==> src/rtl/reservation_station_if.sv <==
// Dispatch / CDB / functional-unit bundle for one reservation station entry.
// slave = the station, master = dispatch, CDB and FU side.
interface reservation_station_if #(
  parameter int TAG_W  = 3,
  parameter int DATA_W = 32,
  parameter int FUNC_W = 4
);
  logic              DISPATCH_VALID;
  logic [FUNC_W-1:0] DISPATCH_FUNC;
  logic [DATA_W-1:0] DISPATCH_VJ;
  logic [TAG_W-1:0]  DISPATCH_QJ;
  logic [DATA_W-1:0] DISPATCH_VK;
  logic [TAG_W-1:0]  DISPATCH_QK;
  logic              CDB_VALID;
  logic [TAG_W-1:0]  CDB_TAG;
  logic [DATA_W-1:0] CDB_DATA;
  logic              FU_READY;
  logic              ISSUE_VALID;
  logic [FUNC_W-1:0] ISSUE_FUNC;
  logic [DATA_W-1:0] ISSUE_A;
  logic [DATA_W-1:0] ISSUE_B;
  logic [TAG_W-1:0]  ISSUE_TAG;
  logic              BUSY;
  logic              PROTO_ERR;

  modport master (
    output DISPATCH_VALID, DISPATCH_FUNC,
    output DISPATCH_VJ, DISPATCH_QJ,
    output DISPATCH_VK, DISPATCH_QK,
    output CDB_VALID, CDB_TAG, CDB_DATA,
    output FU_READY,
    input  ISSUE_VALID, ISSUE_FUNC,
    input  ISSUE_A, ISSUE_B, ISSUE_TAG,
    input  BUSY, PROTO_ERR
  );

  modport slave (
    input  DISPATCH_VALID, DISPATCH_FUNC,
    input  DISPATCH_VJ, DISPATCH_QJ,
    input  DISPATCH_VK, DISPATCH_QK,
    input  CDB_VALID, CDB_TAG, CDB_DATA,
    input  FU_READY,
    output ISSUE_VALID, ISSUE_FUNC,
    output ISSUE_A, ISSUE_B, ISSUE_TAG,
    output BUSY, PROTO_ERR
  );
endinterface

==> src/rtl/reservation_station.sv <==
// Single Tomasulo reservation station entry: capture, CDB snoop, issue, release.
// Optional sticky protocol checker enabled by defining RS_PROTO_CHECK_EN.
module reservation_station #(
  parameter int RS_TAG      = 4,
  parameter int TAG_W       = 3,
  parameter int INVALID_TAG = 7,
  parameter int DATA_W      = 32,
  parameter int FUNC_W      = 4
) (
  input logic CLK,
  input logic RST,
  reservation_station_if.slave io
);

  localparam logic [TAG_W-1:0] INV  = TAG_W'(INVALID_TAG);
  localparam logic [TAG_W-1:0] SELF = TAG_W'(RS_TAG);

  typedef enum logic [1:0] {
    FREE,
    WAIT_OPS,
    READY,
    EXEC
  } state_e;

  state_e            state_q, state_d;
  logic [FUNC_W-1:0] func_q, func_d;
  logic [DATA_W-1:0] a_q, a_d;
  logic [DATA_W-1:0] b_q, b_d;
  logic [TAG_W-1:0]  qj_q, qj_d;
  logic [TAG_W-1:0]  qk_q, qk_d;

  logic fwd_j, fwd_k;
  logic hit_j, hit_k;
  logic self_bc;

  // An invalid tag on the CDB never wakes an operand.
  always_comb begin
    fwd_j = io.CDB_VALID && (io.CDB_TAG != INV)
         && (io.CDB_TAG == io.DISPATCH_QJ);
    fwd_k = io.CDB_VALID && (io.CDB_TAG != INV)
         && (io.CDB_TAG == io.DISPATCH_QK);
    hit_j = io.CDB_VALID && (io.CDB_TAG != INV)
         && (io.CDB_TAG == qj_q);
    hit_k = io.CDB_VALID && (io.CDB_TAG != INV)
         && (io.CDB_TAG == qk_q);
    self_bc = io.CDB_VALID && (io.CDB_TAG == SELF);
  end

  always_comb begin
    state_d = state_q;
    func_d  = func_q;
    a_d     = a_q;
    b_d     = b_q;
    qj_d    = qj_q;
    qk_d    = qk_q;
    unique case (state_q)
      FREE: begin
        if (io.DISPATCH_VALID) begin
          func_d = io.DISPATCH_FUNC;
          a_d    = fwd_j ? io.CDB_DATA : io.DISPATCH_VJ;
          qj_d   = fwd_j ? INV : io.DISPATCH_QJ;
          b_d    = fwd_k ? io.CDB_DATA : io.DISPATCH_VK;
          qk_d   = fwd_k ? INV : io.DISPATCH_QK;
          if ((qj_d == INV) && (qk_d == INV)) begin
            state_d = READY;
          end else begin
            state_d = WAIT_OPS;
          end
        end
      end
      WAIT_OPS: begin
        if (hit_j) begin
          a_d  = io.CDB_DATA;
          qj_d = INV;
        end
        if (hit_k) begin
          b_d  = io.CDB_DATA;
          qk_d = INV;
        end
        if ((qj_d == INV) && (qk_d == INV)) begin
          state_d = READY;
        end
      end
      READY: begin
        if (io.FU_READY) begin
          state_d = EXEC;
        end
      end
      EXEC: begin
        if (self_bc) begin
          state_d = FREE;
        end
      end
      default: state_d = FREE;
    endcase
  end

  always_ff @(posedge CLK) begin
    if (RST) begin
      state_q <= FREE;
      func_q  <= '0;
      a_q     <= '0;
      b_q     <= '0;
      qj_q    <= INV;
      qk_q    <= INV;
    end else begin
      state_q <= state_d;
      func_q  <= func_d;
      a_q     <= a_d;
      b_q     <= b_d;
      qj_q    <= qj_d;
      qk_q    <= qk_d;
    end
  end

  assign io.BUSY        = (state_q != FREE);
  assign io.ISSUE_VALID = (state_q == READY);
  assign io.ISSUE_FUNC  = func_q;
  assign io.ISSUE_A     = a_q;
  assign io.ISSUE_B     = b_q;
  assign io.ISSUE_TAG   = SELF;

`ifdef RS_PROTO_CHECK_EN
  logic perr_q, perr_d;
  logic busy_disp, stray_bc, self_dep;

  always_comb begin
    busy_disp = io.DISPATCH_VALID && (state_q != FREE);
    stray_bc  = self_bc && (state_q != EXEC);
    self_dep  = io.DISPATCH_VALID
             && ((io.DISPATCH_QJ == SELF) || (io.DISPATCH_QK == SELF));
    perr_d    = perr_q || busy_disp || stray_bc || self_dep;
  end

  always_ff @(posedge CLK) begin
    if (RST) begin
      perr_q <= 1'b0;
    end else begin
      perr_q <= perr_d;
    end
  end

  assign io.PROTO_ERR = perr_q;
`else
  assign io.PROTO_ERR = 1'b0;
`endif

endmodule

==> src/flat_wrapper.sv <==
// flat-port wrapper written by rule: the top's interface ports become plain ports
module reservation_station_flat 
#(
  parameter int RS_TAG      = 4,
  parameter int TAG_W       = 3,
  parameter int INVALID_TAG = 7,
  parameter int DATA_W      = 32,
  parameter int FUNC_W      = 4
)
  (CLK, RST, io_DISPATCH_VALID, io_DISPATCH_FUNC, io_DISPATCH_VJ, io_DISPATCH_QJ, io_DISPATCH_VK, io_DISPATCH_QK, io_CDB_VALID, io_CDB_TAG, io_CDB_DATA, io_FU_READY, io_ISSUE_VALID, io_ISSUE_FUNC, io_ISSUE_A, io_ISSUE_B, io_ISSUE_TAG, io_BUSY, io_PROTO_ERR);
  reservation_station_if #(.TAG_W(TAG_W), .DATA_W(DATA_W), .FUNC_W(FUNC_W)) io_i ();
  input logic CLK;
  input logic RST;
  input wire logic [$bits(io_i.DISPATCH_VALID)-1:0] io_DISPATCH_VALID;
  input wire logic [$bits(io_i.DISPATCH_FUNC)-1:0] io_DISPATCH_FUNC;
  input wire logic [$bits(io_i.DISPATCH_VJ)-1:0] io_DISPATCH_VJ;
  input wire logic [$bits(io_i.DISPATCH_QJ)-1:0] io_DISPATCH_QJ;
  input wire logic [$bits(io_i.DISPATCH_VK)-1:0] io_DISPATCH_VK;
  input wire logic [$bits(io_i.DISPATCH_QK)-1:0] io_DISPATCH_QK;
  input wire logic [$bits(io_i.CDB_VALID)-1:0] io_CDB_VALID;
  input wire logic [$bits(io_i.CDB_TAG)-1:0] io_CDB_TAG;
  input wire logic [$bits(io_i.CDB_DATA)-1:0] io_CDB_DATA;
  input wire logic [$bits(io_i.FU_READY)-1:0] io_FU_READY;
  output wire logic [$bits(io_i.ISSUE_VALID)-1:0] io_ISSUE_VALID;
  output wire logic [$bits(io_i.ISSUE_FUNC)-1:0] io_ISSUE_FUNC;
  output wire logic [$bits(io_i.ISSUE_A)-1:0] io_ISSUE_A;
  output wire logic [$bits(io_i.ISSUE_B)-1:0] io_ISSUE_B;
  output wire logic [$bits(io_i.ISSUE_TAG)-1:0] io_ISSUE_TAG;
  output wire logic [$bits(io_i.BUSY)-1:0] io_BUSY;
  output wire logic [$bits(io_i.PROTO_ERR)-1:0] io_PROTO_ERR;
  assign io_i.DISPATCH_VALID = io_DISPATCH_VALID;
  assign io_i.DISPATCH_FUNC = io_DISPATCH_FUNC;
  assign io_i.DISPATCH_VJ = io_DISPATCH_VJ;
  assign io_i.DISPATCH_QJ = io_DISPATCH_QJ;
  assign io_i.DISPATCH_VK = io_DISPATCH_VK;
  assign io_i.DISPATCH_QK = io_DISPATCH_QK;
  assign io_i.CDB_VALID = io_CDB_VALID;
  assign io_i.CDB_TAG = io_CDB_TAG;
  assign io_i.CDB_DATA = io_CDB_DATA;
  assign io_i.FU_READY = io_FU_READY;
  assign io_ISSUE_VALID = io_i.ISSUE_VALID;
  assign io_ISSUE_FUNC = io_i.ISSUE_FUNC;
  assign io_ISSUE_A = io_i.ISSUE_A;
  assign io_ISSUE_B = io_i.ISSUE_B;
  assign io_ISSUE_TAG = io_i.ISSUE_TAG;
  assign io_BUSY = io_i.BUSY;
  assign io_PROTO_ERR = io_i.PROTO_ERR;
  reservation_station #(.RS_TAG(RS_TAG), .TAG_W(TAG_W), .INVALID_TAG(INVALID_TAG), .DATA_W(DATA_W), .FUNC_W(FUNC_W)) u_core (.CLK(CLK), .RST(RST), .io(io_i));
endmodule
==> config.mk <==
export PLATFORM = sky130hd
export DESIGN_NAME = reservation_station_flat
export DESIGN_NICKNAME = d
export VERILOG_FILES = /design/src/rtl/reservation_station_if.sv /design/src/rtl/reservation_station.sv /design/src/flat_wrapper.sv
export SDC_FILE = /design/constraint.sdc
export NUM_CORES = 1
export LEC_CHECK = 0
export BUFFER_PORTS_ARGS = -buffer_cell sky130_fd_sc_hd__buf_2
export CORE_MARGIN = 2
export CORE_UTILIZATION = 38
export CTS_BUF_LIST = sky130_fd_sc_hd__clkbuf_8
export DETAILED_ROUTE_END_ITERATION = 7
export GPL_TIMING_DRIVEN = 0
export PLACE_DENSITY = 0.71
export RECOVER_POWER = 100
export SETUP_SLACK_MARGIN = 0.1
export SLEW_MARGIN = 10
export SYNTH_ARGS = -nofsm -noshare
export SYNTH_HDL_FRONTEND = slang
export SYNTH_SLANG_ARGS = --single-unit
==> constraint.sdc <==
create_clock -name CLK -period 2.5 [get_ports CLK]
set_input_delay 0.125 -clock CLK [delete_from_list [all_inputs] [get_ports CLK]]
set_output_delay 0.125 -clock CLK [all_outputs]
set_load 0.03 [all_outputs]
==> impl_results.md <==
* Status: completed
* EDFF count, synth at 0
* Synth cell types at 36
* Initial Util at 39.4%
* Minimum clock period at between 2 and 2.5 ns
* Total I/O pin count at around 190
* Row Count at 37
* Slew at the pin closest to its max-slew limit at 0.699 ns
* Clock buffer count from CTS at 9
* Worst Setup End Kind: flop
* 1st-iter DRT viols at 120
* Initial antenna violation count at 0
* CP cell instances: inv_1 > ha_1 > clkbuf_2 > nand2_1 > o21ai_2 > buf_2 > clkbuf_2 > a21oi_1 > a211oi_1
* Diode count at 0
* Share of the synthesized area in the top cell type at approximately 37%
* # fillers at around 1000
* Worst setup SP type: flop
* Adder-Cell Fraction of Synth Area at 1.22%
* CTS Hold Buffers Added at 0
* Slew Viols, Final at 0
* DP Area at 5180 sq um
* R2R setup slack at 0.31 ns
* Finished Layout Cells at 729
* Buffers and inverters on the worst path at 4
* CP max-delay cell: dfxtp_1
* Layout cells sized above 1 at 34.6%
* Power per cell area at 1370 nW/um^2
* Leak at approximately 2.2 nW
* GP Congestion at around 0.8
* Predominant post-synthesis flop cell: dfxtp_1
* Worst min-delay path class: primary input to flop
* Fin crit share at 87.5%
* Dominant cells by area after synthesis: dfxtp_1 (37%), mux2i_1 (16%), a211oi_2 (14%), a21oi_1 (9.3%), a211oi_1 (3.1%)
* Area growth syn-to-layout at 27.2%
* WP data arrival at 2.43 ns
* CP max stage delay at 0.34 ns
* Endpoints failing setup at 0
* Design area at 5230 sq um
* First-pass DRT Iterations at 4
* Maximum number of pins on one net before global-route repair at 12
* Setup CP Type: flop to flop
* Clock buffer depth at 2
* Worst-path clk slew at ~0.08 ns
* Crit path max fanout at 10
* I/O Buffers at 179
* Warning count from the yosys run at 0
* Worst hold slack at 0.0278 ns
* Fin Clk Skew at 0.0108 ns
* Hold violation total from the final report at 0
* Syn Area/Cell at a little over 10 sq um
* WP data required at 2.75 ns
* Root Driver: clkbuf_8
* XOR/XNOR Fraction of Synth Area at 2.56%
* Die Y at between 100 and 150 um
* Post-Synth Simple-Gate Area at 4.45%
* VDD IR max at 0.634 mV
* Mapped Area at 4110 sq um
* Clk sinks at 76
* Die area at ~12000 sq um
* Largest delay share family, worst path: buffers and inverters
* Cell count after synthesis at 398
* Inst Count DP at 715
* Post-synth ARST share at 0%
* Number of global-route vias before repair at 3967
* Fmax at 457 MHz
* Number of synthesized register bits at 76
* Max_cap viols at 0
* Post-DP HPWL at 10100 um
* Total core area at between 10000 and 15000 sq um
* Final WS setup at approximately 0.31 ns
* TritonCTS clock tree: done
* GRT Total Usage at 22.0%
* Width of the die at roughly 110 um
* Synth area leader: dfxtp_1
* Synth Area in Compound Gates at 31.0%
* Drt wl/cell at 17.7 um
* DR vias/cell at around 5.2
* Mux cell area share after synthesis at 16.1%
* WL final at 12900 um
* Setup WS pre-CTS at -0.193 ns
* Clock latency on the worst-skew pair at 0.34 ns
* DRC at 0
* Most numerous cell on the critical path: clkbuf_2
* Main combinational cell family by area after synthesis: compound AO/OA/AOI/OAI gates
* Unrepaired setup endpoints after global routing: no
* Nets at 708
* Max-slew headroom at 53.4%
* Final core occ at roughly 50%
* Final ANT Viol Nets at 0
* First-pass GRT wire length at 19900 um
* GRT overflow at 0
* Post-synthesis sequential area ratio at 37.0%
* Via count at approximately 3800
* # H-tree levels at 3
[per-stage QoR]
step / TNS, ns / power [mW]
after floorplan: 0 / 5.33
after global placement: -1.66 / 6.42
after detailed placement: -3.70 / 6.53
after CTS: 0 / 7.34
after global routing: 0 / 7.61
final: 0 / 7.15
[where the power goes]
group | switching (mW) | internal [mW] | leakage (nW)
sequential | 0.263 | 1.67 | 0.628
combinational | 2.91 | 1.52 | 1.49
clock | 0.426 | 0.368 | 0.0890
total | 3.60 | 3.56 | 2.21
[flip-flops by register name, summed over array words and instances (netlist names)]
register / flops
u_core.io.ISSUE_A: 32
u_core.io.ISSUE_B: 32
u_core.io.ISSUE_FUNC: 4
u_core.qj_q: 3
u_core.qk_q: 3
u_core.state_q: 2
[final cells by class]
class	count	area [sq um]	share of cell area, %
clock inverter	4	18.8	0.359
multi-input combinational	273	2260	43.2
tap	136	170	3.26
buffer	45	289	5.53
clock buffer	10	138	2.63
sequential	76	1520	29.1
timing repair buffer	179	808	15.5
inverter	6	22.5	0.431
[layer usage]
layer | global-route usage (%) | vias up | routed length (um)
li1 | - | 1861 | -
met1 | 26.3 | 1812 | 5400
met2 | 39.2 | 125 | 6500
met3 | 5.49 | 15 | 797
met4 | 6.14 | 0 | 176
met5 | 0 | - | 0
[worst min-delay path, cell delays in order]
cell and delay [ns]:
buf_2 0.10, nand3_1 0.05, a21oi_1 0.05
[synth_stat cells, types with 3 or more instances]
cell type / instances
buf_4: 11
o21ai_0: 6
ha_1: 4
and3b_1: 3
clkbuf_1: 15
nand3_1: 7
a211oi_2: 47
nor3b_1: 3
a21oi_1: 76
buf_6: 8
xor2_1: 12
dfxtp_1: 76
mux2i_1: 65
a211oi_1: 17
inv_1: 6
buf_2: 11
nand2_1: 7
[layout by cell type (no fill, tap or decap), drive strengths merged, types with 8 or more instances in the layout]
| cell type | count |
|---|---|
| a21oi | 76 |
| xor2 | 12 |
| a211oi | 64 |
| clkbuf | 97 |
| nand2 | 8 |
| mux2i | 65 |
| dfxtp | 76 |
| buf | 137 |
| nand3 | 8 |
[cells by family (layout without fill, tap and decap cells)]
logic type                 count (synthesis)  count (layout)
DFF                                       76              76
adders and majority gates                  4               4
AOI/OAI and AO/OA                        157             157
and+or+nand+nor                           30              30
buffers and inverters                     51             244
muxes                                     66              66
xor gates and xnor gates                  12              12
other                                      2               4
[worst paths after layout]
check,endpoint,cells after the start,from
hold / removal,u_core.io.ISSUE_FUNC[0],3,io_DISPATCH_FUNC[0]
hold reg to reg,u_core.io.ISSUE_FUNC[0],2,u_core.io.ISSUE_FUNC[0]
setup / recovery,u_core.io.ISSUE_B[23],9,u_core.state_q[1]
setup reg to reg,u_core.io.ISSUE_B[23],9,u_core.state_q[1]
[what timing repair did]
| action | in CTS | in global routing |
|---|---|---|
| setup buffers | 0 | 0 |
| gates resized for setup | 4 | 2 |
| endpoints found under the setup margin | 36 | 64 |
| pin swaps | 0 | 0 |
Note: power is estimated with default switching activity, not from simulation.
